`src/rtl/ram16x1_pkg.sv`:
```
// Shared sizes and load-FSM state encoding for the 16x1 writable LUT RAM.
package ram16x1_pkg;
    localparam int DEPTH  = 16;
    localparam int ADDR_W = 4;

    typedef enum logic [1:0] {IDLE, WRITE, VERIFY, DONE} state_t;
endpackage

```
`src/rtl/lut16_mem.sv`:
```
// 16x1 distributed storage: one synchronous write port, two combinational read ports.
module lut16_mem
    import ram16x1_pkg::*;
#(
    parameter logic [DEPTH-1:0] INIT = '0
) (
    input  logic              clk,
    input  logic              rst,
    input  logic              we,
    input  logic [ADDR_W-1:0] wa,
    input  logic              wd,
    input  logic [ADDR_W-1:0] ra,
    output logic              rd,
    input  logic [ADDR_W-1:0] va,
    output logic              vd
);
    logic [DEPTH-1:0] mem;

    always_ff @(posedge clk) begin
        if (rst)
            mem <= INIT;
        else if (we)
            mem[wa] <= wd;
    end

    assign rd = mem[ra];
    assign vd = mem[va];
endmodule

```
`src/rtl/ram16x1_loader.sv`:
```
// Writable 16x1 LUT RAM with a serial load-and-verify path and a direct bit write.
module ram16x1_loader
    import ram16x1_pkg::*;
#(
    parameter logic [DEPTH-1:0] INIT = 16'h0000
) (
    input  logic              CLK,
    input  logic              RST,
    input  logic              A0,
    input  logic              A1,
    input  logic              A2,
    input  logic              A3,
    output logic              O,
    input  logic              LD_VALID,
    input  logic [DEPTH-1:0]  LD_DATA,
    output logic              LD_READY,
    input  logic              WE,
    input  logic [ADDR_W-1:0] WA,
    input  logic              D,
    output logic              BUSY,
    output logic              DONE,
    output logic              ERR
);
    state_t             state, state_nx;
    logic [ADDR_W-1:0]  cnt, cnt_nx;
    logic [DEPTH-1:0]   shadow;
    logic               err_q;
    logic               accept;
    logic               mem_we, mem_wd, vd;
    logic [ADDR_W-1:0]  mem_wa;

    assign LD_READY = (state == ram16x1_pkg::IDLE);
    assign BUSY     = !LD_READY;
    assign DONE     = (state == ram16x1_pkg::DONE);
    assign ERR      = err_q;
    assign accept   = LD_VALID && LD_READY;

    // In IDLE an accepted load takes priority over the direct write port.
    always_comb begin
        state_nx = state;
        cnt_nx   = cnt;
        mem_we   = 1'b0;
        mem_wa   = WA;
        mem_wd   = D;
        case (state)
            ram16x1_pkg::IDLE: begin
                if (accept) begin
                    state_nx = ram16x1_pkg::WRITE;
                    cnt_nx   = '0;
                end else if (WE) begin
                    mem_we = 1'b1;
                end
            end
            ram16x1_pkg::WRITE: begin
                mem_we = 1'b1;
                mem_wa = cnt;
                mem_wd = shadow[cnt];
                cnt_nx = cnt + 4'd1;
                if (cnt == 4'd15)
                    state_nx = ram16x1_pkg::VERIFY;
            end
            ram16x1_pkg::VERIFY: begin
                cnt_nx = cnt + 4'd1;
                if (cnt == 4'd15)
                    state_nx = ram16x1_pkg::DONE;
            end
            default: state_nx = ram16x1_pkg::IDLE;
        endcase
    end

    always_ff @(posedge CLK) begin
        if (RST) begin
            state  <= ram16x1_pkg::IDLE;
            cnt    <= '0;
            shadow <= '0;
            err_q  <= 1'b0;
        end else begin
            state <= state_nx;
            cnt   <= cnt_nx;
            if (accept) begin
                shadow <= LD_DATA;
                err_q  <= 1'b0;
            end else if (state == ram16x1_pkg::VERIFY && vd != shadow[cnt]) begin
                err_q <= 1'b1;
            end
        end
    end

    lut16_mem #(.INIT(INIT)) u_mem (
        .clk (CLK),
        .rst (RST),
        .we  (mem_we),
        .wa  (mem_wa),
        .wd  (mem_wd),
        .ra  ({A3, A2, A1, A0}),
        .rd  (O),
        .va  (cnt),
        .vd  (vd)
    );
endmodule
```
`config.mk`:
```
export PLATFORM = sky130hd
export DESIGN_NAME = ram16x1_loader
export DESIGN_NICKNAME = d
export VERILOG_FILES = /design/src/rtl/ram16x1_pkg.sv /design/src/rtl/lut16_mem.sv /design/src/rtl/ram16x1_loader.sv
export SDC_FILE = /design/constraint.sdc
export NUM_CORES = 1
export LEC_CHECK = 0
export CAP_MARGIN = 40
export CORE_MARGIN = 2
export CORE_UTILIZATION = 40
export DETAILED_ROUTE_END_ITERATION = 10
export REMOVE_ABC_BUFFERS = 1
export SLEW_MARGIN = 20
export SYNTH_ARGS = -nofsm -noshare
export SYNTH_HDL_FRONTEND = slang
export SYNTH_HIERARCHICAL = 1
export SYNTH_SLANG_ARGS = --single-unit
export TNS_END_PERCENT = 5
```
`constraint.sdc`:
```
create_clock -name CLK -period 2.5 [get_ports CLK]
set_clock_uncertainty 0.2 [all_clocks]
set_input_delay 0.5 -clock CLK [delete_from_list [all_inputs] [get_ports CLK]]
set_output_delay 0.5 -clock CLK [all_outputs]
set_load 0.05 [all_outputs]
```
-- Word-level counts from Yosys, hierarchy flattened
Cells that the tools add are included.
- output and inout bits: 5
- word-level logic and storage cells: 48
- flip-flop bits (word level): 39
- bits of input ports: 29
- reduce and logical (&&, ||, !) cells: 10
- order comparisons: 4
- add/sub/neg operators: 1
- eq/ne operators: 8
- multiplexer cells: 20
- operator list (cell ; number):
    16-bit bitwise mux ; 1
    4-bit by 5-bit less-than comparator with 1-bit output (second input constant) ; 3
    1-bit binary-select mux with 4-bit select ; 3
    4-bit two-way mux ; 2
    4-bit case mux with 2 select lines ; 1
    1-bit two-way mux ; 7
    2-bit two-way mux ; 3
    2-bit case mux with 3 select lines ; 1
    4-bit by 1-bit adder with 4-bit output (second input constant) ; 1
    1-bit demux with 4-bit select ; 1
    2-bit == test (second input constant) ; 2
    4-bit == test (second input constant) ; 1
    4-bit by 1-bit >= comparator with 1-bit output (second input constant) ; 1
    2-bit != test (second input constant) ; 2
    2-bit OR reduction ; 2
    1-bit logical AND ; 3
    3-bit AND reduction ; 1
    2-bit by 1-bit == test with 1-bit output (second input constant) ; 1
    2-bit logical NOT ; 1
    2-bit by 1-bit != test with 1-bit output (second input constant) ; 1
    1-bit case mux with 2 select lines ; 1
    2-bit AND reduction ; 1
    2-bit nonzero test ; 1
    1-bit logical NOT ; 1
    1-bit != test ; 1

-- Logic depth before layout (Yosys ltp)
Gate-level depths: netlist of run 1.
- depth in word-level cells: 7
- gate-level depth with buffers: 9
- gate-level depth less buffers: 7

-- Modules after synthesis
The synthesis of run 1 kept the hierarchy.
- modules (own cells, without submodules) (module ; area an instance (um2) ; cells an instance ; sequential area each (um2) ; instances):
    ram16x1_loader ; 1198.6 ; 140 ; 460.4 ; 1
    lut16_mem ; 1024.7 ; 105 ; 320.3 ; 1

-- Least setup slack after synthesis of run 1
OpenSTA, ideal clock, no wires.
- kind: reg2reg
- start: register state[0]
- end: register u_mem.mem[0]
- clock period less this slack: 2478 ps
- setup time: 121 ps
- stages on the path, launching flop included: 8
- required time: 2179 ps
- setup slack: 22 ps
- arrival: 2157 ps
- buffers on the path: 0
- cells stage by stage: dfxtp_1 -> inv_1 -> ha_1 -> nor2b_1 -> a21o_1 -> or3b_4 -> o31ai_2 -> a21oi_1
- RTL lines (what ; RTL line ; text):
    from (decl) ; ram16x1_loader.sv:24 ; state_t state, state_nx;
    from (signal assigned) ; ram16x1_loader.sv:73 ; state <= ram16x1_pkg::IDLE;
    from (signal assigned) ; ram16x1_loader.sv:78 ; state <= state_nx;
    2-bit logical NOT * ; ram16x1_loader.sv:32 ; assign LD_READY = (state == ram16x1_pkg::IDLE);
    via LD_READY ; ram16x1_loader.sv:16 ; output logic LD_READY,
    1-bit logical AND ; ram16x1_loader.sv:36 ; assign accept = LD_VALID && LD_READY;
    1-bit two-way mux ; ram16x1_loader.sv:47 ; if (accept) begin
    1-bit case mux with 2 select lines * ; ram16x1_loader.sv:45 ; case (state)
    via mem_we ; ram16x1_loader.sv:29 ; logic mem_we, mem_wd, vd;
    to (signal, indexed assignment) ; lut16_mem.sv:23 ; mem[wa] <= wd;
    to (decl) ; lut16_mem.sv:17 ; logic [DEPTH-1:0] mem;
Mark *: on every way through the listed nets, which the timed path passes. The rest lies on a longest branch.
A chain may end at the register's enable or synchronous reset.

-- Worst setup path after layout of run 1
- start: register state[1]
- end: output DONE
- word-level cells in the longest chain between the ends: 1
- RTL lines (what ; RTL line ; text):
    2-bit == test ; ram16x1_loader.sv:34 ; assign DONE = (state == ram16x1_pkg::DONE);
    to (decl) ; ram16x1_loader.sv:21 ; output logic DONE,
No other way between the ends.

==> out/summary.txt, run 1 <==
Worst setup EP type: output pin
Clock Sinks: 39
DR vias: 1919
status: completed
register area share after synthesis: 0.351
Synth area leaders: dfxtp_1 35%, mux4_1 9.5%, a21oi_1 8.6%, nand2_1 6.6%, mux4_2 4.1%
Layout Cells excl Fill: 355
Starting Density: 0.409
clock input transition at the sequential cells of the worst setup and hold paths: 0.07 ns
wire per inst: 14.7 um
post-route antenna net violation count: 0
largest net degree at the start of global routing: 23
Final min period: 2.38 ns
part of the power in registers: 0.341
P_int: 1430 uW
Worst Hold Class: flop to flop
CTS root buf: clkbuf_8
CP endpoint: DONE
fmax: 421 MHz
worst ir drop on vdd: 0.434 mV
Worst EP arrival: 1.68 ns
die area: 6170 um^2
fin area: 2760 um^2
Core ar.: 5440 um^2
synthesis-stage register bit count: 39
DP HPWL: 3880 um
RSZ-0062 raised after global routing: false
vias in the first global route: 1852
total power draw: 2260 uW
routed wire length: 5210 um
Logic pwr share: 0.417
Max Buffers Root-to-Sink: 2
share of layout cells above drive strength 1: 0.159
CP Class: flop to output pin
YS warnings: 6
worst flop-to-flop path endpoint: u_mem/mem[3]$_SDFFE_PP0P_
total gr overflow: 0
Ports: 34
crit path launch: state[1]$_SDFFE_PP0P_
Routability Congestion: 0.817
number of inserted diodes: 0
Syn Std Cell Area: 2220 um^2
Max H-tree Level: 2
Pins Over Slew Limit: 0
Placed Area: 2650 um^2
syn_area_per_cell: 9.08 um^2
reg2reg path depth: 6
CTS Buf Count: 5
dominant cell type by area after synthesis: dfxtp_1
Net Sw Frac: 0.367
Worst R2R Setup Slack: 0.20 ns
Syn Inst Count: 245
first-pass GRT wire length: 8910 um
CTS tree: done
Port Buf Inserts: 33
Chip Height: 78.6 um
Worst-Skew Late Latency: 0.29 ns
top cells by count, synth: 39 x dfxtp_1, 39 x nand2_1, 38 x a21oi_1, 15 x nand3_1, 15 x o21ai_0
row count: 27
initial antenna violation count: 0
die span in x: 78.6 um
slew margin rel.: 0.657
drt initial violations: 92
Post-synth EDFFs: 0
Yosys cell types: 42
NumNets Final: 317
final hold violations: 0
crit-path max FO: 5
clock power share: 0.242
P_sw: 828 uW
ys flop type: dfxtp_1
postcts setup bufs: 0
synthesis-to-layout area growth: 24.3%
reg-to-reg startpoint: state[1]$_SDFFE_PP0P_
MaxCap Viol Count: 0
vias per inst: 5.41
Worst Tran Pin Value: 0.514 ns
part of the cycle the worst path needs: 0.950
top cell type's share of synthesized area: 0.351
hold slack: 0.254 ns
final setup violating endpoints: 0
placed cells: 347
Leakage: 0.00105 uW
DRT Pass-1 Iters: 4
ys async rst share: 0
Worst Path Required: 1.80 ns
CP startpoint kind: flop
pwr dens: 816 nW/um^2
DRC viols: 0
GR Util All Layers: 0.185
[layout by cell type, fill, tap and decap left out, types with 3 or more instances in the layout]
cell type and count:
dfxtp_1 38, mux4_1 8, a21oi_1 38, nand2_1 39
o21ai_0 15, nand3_1 15, buf_4 16, inv_1 3
nand3b_1 4, mux2i_1 7, mux4_2 4, mux2_2 4
nand2b_1 4, nand4_1 5, nor2_1 7, clkbuf_8 6
nor2b_1 4, clkdlybuf4s50_1 28, ha_1 6
[flip-flops by register name, summed over array words and instances (netlist names)]
name	flops
ERR	1
cnt	4
shadow	16
state	2
u_mem/mem	16
[power groups by stage]
| stage | Sequential (uW) | Combinational, uW | Clock (uW) |
|---|---|---|---|
| floorplan | 770 | 634 | 0 |
| global placement | 781 | 935 | 0 |
| detailed placement | 783 | 940 | 0 |
| CTS | 768 | 941 | 555 |
| global route | 782 | 1040 | 593 |
| finish | 769 | 942 | 545 |
[worst min path at each step]
stage | startpoint | end | slack (ns) | cells past startpoint
floorplan | shadow[11]$_SDFFE_PP0P_ | shadow[11]$_SDFFE_PP0P_ | 0.23 | 2
detailed placement | shadow[15]$_SDFFE_PP0P_ | shadow[15]$_SDFFE_PP0P_ | 0.25 | 2
global route | shadow[1]$_SDFFE_PP0P_ | shadow[1]$_SDFFE_PP0P_ | 0.28 | 2
finish | shadow[11]$_SDFFE_PP0P_ | shadow[11]$_SDFFE_PP0P_ | 0.25 | 2
global placement | shadow[6]$_SDFFE_PP0P_ | shadow[6]$_SDFFE_PP0P_ | 0.24 | 2
CTS | shadow[11]$_SDFFE_PP0P_ | shadow[11]$_SDFFE_PP0P_ | 0.26 | 2
[timing repair]
action	CTS	global route
setup endpoints to repair	1	2
hold endpoints to repair	0	0
gates resized for setup	2	3
hold buffers	0	0
[area by class of cell]
| type | instances | area [um^2] |
|---|---|---|
| Clock buffer | 6 | 82.6 |
| Clock inverter | 2 | 35.0 |
| Fill cell | 518 | 2680 |
| Inverter | 3 | 11.3 |
| Multi-Input combinational cell | 187 | 1350 |
| Sequential cell | 39 | 782 |
| Tap cell | 72 | 90.1 |
| Timing Repair Buffer | 46 | 418 |
[critical path, stage by stage (launching register included)]
cell,delay [ns]
dfxtp_1,0.42
ha_1,0.17
clkdlybuf4s50_1,0.79
[metrics by stage]
step | setup WS [ns] | utilization | setup TNS [ns]
2_1_floorplan | 0.0216 | - | 0
3_3_place_gp | -0.257 | 0.487 | -0.257
3_5_place_dp | -0.299 | 0.487 | -0.299
4_1_cts | 0.00278 | 0.508 | 0
5_1_grt | 0.0554 | 0.508 | 0
6_report | 0.125 | 0.508 | 0
[per-layer routing]
layer | share of wire | routed length (um) | vias to the layer above | global-route usage
met5 | 0 | 0 | - | 0
met4 | 0.014 | 75 | 0 | 0.0632
met3 | 0.042 | 220 | 7 | 0.0379
met2 | 0.47 | 2470 | 32 | 0.301
met1 | 0.47 | 2450 | 911 | 0.245
li1 | - | - | 969 | -
[cell families after synthesis]
family / synth area share
AO/OA/AOI/OAI: 0.153
multiplexers: 0.194
AND/OR/NAND/NOR: 0.225
adder cells (fa/ha/maj): 0.0338
flip-flops: 0.351
buffers and inverters: 0.0439
Note: power is estimated with default switching activity, not from simulation.
==> run 2, diff against run 1 <==
Settings changed: CORE_UTILIZATION 40 to 48, PLACE_DENSITY set to 0.75.
==> run 2 against run 1 <==
Sequential share of layout area increased by 0.82 points. Combinational power decreased by 2%. Total power decreased by 6.6%. Register-to-register slack got worse by 0.03 ns. Clock power decreased by 23%. Setup slack got worse by 0.062 ns. Critical path depth increased by 3. Critical path type is now primary input to output pin. Critical endpoint is now O. Largest cell class unchanged.
==> out/summary.txt, run 2 (synthesis results as in run 1) <==
Net Sw Frac: 0.388 (+0.0205)
P_int: 1290 uW (-9.6%)
total gr overflow: 0 (unchanged)
Max H-tree Level: 2 (unchanged)
part of the power in registers: 0.362 (+0.021)
CTS Buf Count: 5 (unchanged)
clock input transition at the sequential cells of the worst setup and hold paths: 0.07 ns (about the same)
CTS root buf: clkbuf_8
Worst EP arrival: 1.74 ns (+0.06 ns)
Max Buffers Root-to-Sink: 2 (unchanged)
Placed Area: 2600 um^2 (-1.8%)
worst hold endpoint: shadow[14]$_SDFFE_PP0P_
clock power share: 0.198 (-0.044)
RSZ-0062 raised after global routing: false
setup TNS: 0 ns (unchanged)
worst ir drop on vdd: 0.371 mV (-14%)
Ports: 34 (unchanged)
part of the cycle the worst path needs: 0.975 (+0.0248)
CP Class: primary input to output pin
pwr dens: 786 nW/um^2 (-3.7%)
Worst-Skew Late Latency: 0.29 ns (about the same)
Buf/Inv on CP: 2 (+1)
routed wire length: 4890 um (-6.1%)
number of inserted diodes: 0 (unchanged)
Crit path top cell by count: mux2i_1
slew margin rel.: 0.656 (-0.00101)
fin area: 2680 um^2 (-3.0%)
DR vias: 1955 (+1.9%)
Starting Density: 0.504 (+0.0949)
placed cells: 324 (-6.6%)
Critical Path Slowest Stage Cell: mux4_1
status: completed
Worst Tran Pin Value: 0.515 ns (+0.00151 ns)
vias in the first global route: 1886 (+1.8%)
synthesis-to-layout area growth: 20.6%
crit-path max FO: 4 (-1)
DRT Pass-1 Iters: 4 (unchanged)
biggest regs: shadow: 16 flops, u_mem/mem: 16 flops, cnt: 4 flops
Logic pwr share: 0.440 (+0.023)
first-pass GRT wire length: 8470 um (-4.9%)
wire per inst: 14.7 um (+0.44%)
share of layout cells above drive strength 1: 0.146 (-0.0126)
final setup violating endpoints: 0 (unchanged)
P_sw: 817 uW (-1.3%)
Worst setup EP type: output pin
crit-path leading delay family: multiplexers
Worst R2R Setup Slack: 0.17 ns (-0.03 ns)
Port Buf Inserts: 33 (unchanged)
Worst Hold Class: flop to flop
fmax: 410 MHz (-2.5%)
Core ar.: 4410 um^2 (-19%)
most frequent cells in the layout: 39 x dfxtp_1, 39 x nand2_1, 38 x a21oi_1
Routability Congestion: 0.847 (+3.7%)
DP HPWL: 3690 um (-4.9%)
final hold violations: 0 (unchanged)
initial antenna violation count: 0 (unchanged)
MaxCap Viol Count: 0 (unchanged)
die area: 5190 um^2 (-16%)
row count: 24 (-11%)
worst hold path cell count: 2 (unchanged)
postcts setup bufs: 0 (unchanged)
NumNets Final: 314 (-0.95%)
Clock Sinks: 39 (unchanged)
Pins Over Slew Limit: 0 (unchanged)
CTS tree: done
GR Util All Layers: 0.210 (+0.0247)
Chip Height: 72.1 um (-8.3%)
reg2reg path depth: 6 (unchanged)
Worst Path Required: 1.80 ns (about the same)
Final min period: 2.44 ns (+0.0619 ns)
Critical Path, Cell by Cell: clkdlybuf4s15_2 -> mux4_1 -> mux2i_1 -> mux2i_1 -> buf_4
worst flop-to-flop path endpoint: u_mem/mem[3]$_SDFFE_PP0P_
largest net degree at the start of global routing: 28 (+22%)
post-route antenna net violation count: 0 (unchanged)
vias per inst: 5.89 (+8.9%)
utilization after layout: 0.607 (+0.0993)
reg-to-reg startpoint: state[1]$_SDFFE_PP0P_
Crit path largest cell delay: 0.57 ns (-0.22 ns)
Leakage: 0.000999 uW (-4.9%)
DRC viols: 0 (unchanged)
die span in x: 72.1 um (-8.3%)
Layout Cells excl Fill: 332 (-6.5%)
Hold Crit Start: shadow[14]$_SDFFE_PP0P_
drt initial violations: 125 (+36%)
CP startpoint kind: primary input
crit path launch: A0
run 2: changes by cell type in the layout (fill, tap and decap cells not counted), sizes merged:
cell and change:
dlymetal6s2s -1, bufinv -1, buf -3, clkdlybuf4s15 +1, clkbuf -1, dlygate4sd2 +1, clkinvlp +1
run 2: area by class of cell:
type	instances	area, um^2
clock inverter	2	12.5
sequential	39	781
clock buffer	6	72.6
tap	52	65.1
multi-input combinational	187	1340
timing repair buffer	43	398
fill	394	1730
inverter	3	11.3
run 2: worst max path at each step:
stage | to | cells past startpoint
CTS | O | 5
global route | O | 5
finish | O | 5
global placement | O | 5
floorplan | u_mem/mem[0]$_SDFFE_PP0P_ | 7
detailed placement | O | 5
run 2: tightest hold or removal path, cell delays in order, from the launching register on:
cell and delay (ns):
dfxtp_1 0.31, nand2_1 0.05, a21oi_1 0.05
run 2: metal layers:
metal | vias to the layer above | share of wire | track usage
met5 | - | 0 | 0
met4 | 0 | 0.020 | 0.0860
met3 | 11 | 0.046 | 0.0514
met2 | 59 | 0.49 | 0.348
met1 | 916 | 0.45 | 0.262
li1 | 969 | - | -
run 2: stage by stage:
stage               total power, uW  hold slack (ns)  worst slack [ns]
floorplan                      1400            0.225            0.0216
global placement               1690            0.242            -0.251
detailed placement             1710            0.245            -0.305
CTS                            2120            0.255            0.0525
global route                   2260            0.271           0.00760
finish                         2110            0.255            0.0628
run 2: timing repair:
action                                 in CTS  in global routing
hold buffers                                0                  0
endpoints found under the hold margin       0                  0
setup endpoints to repair                   1                  1
pin swaps                                   0                  0
resized for setup                           4                  1
run 2: power by group through the flow:
stage               clock network (uW)  logic (uW)  registers [uW]
detailed placement                   0         926             780
finish                             418         927             763
global route                       460        1020             776
global placement                     0         914             776
CTS                                430         930             765
floorplan                            0         634             770
==> run 3, diff against run 2 <==
Settings changed: RECOVER_POWER set to 25.
==> results of run 3 <==
No change in the layout: final DEF, timing and power equal those of run 2.
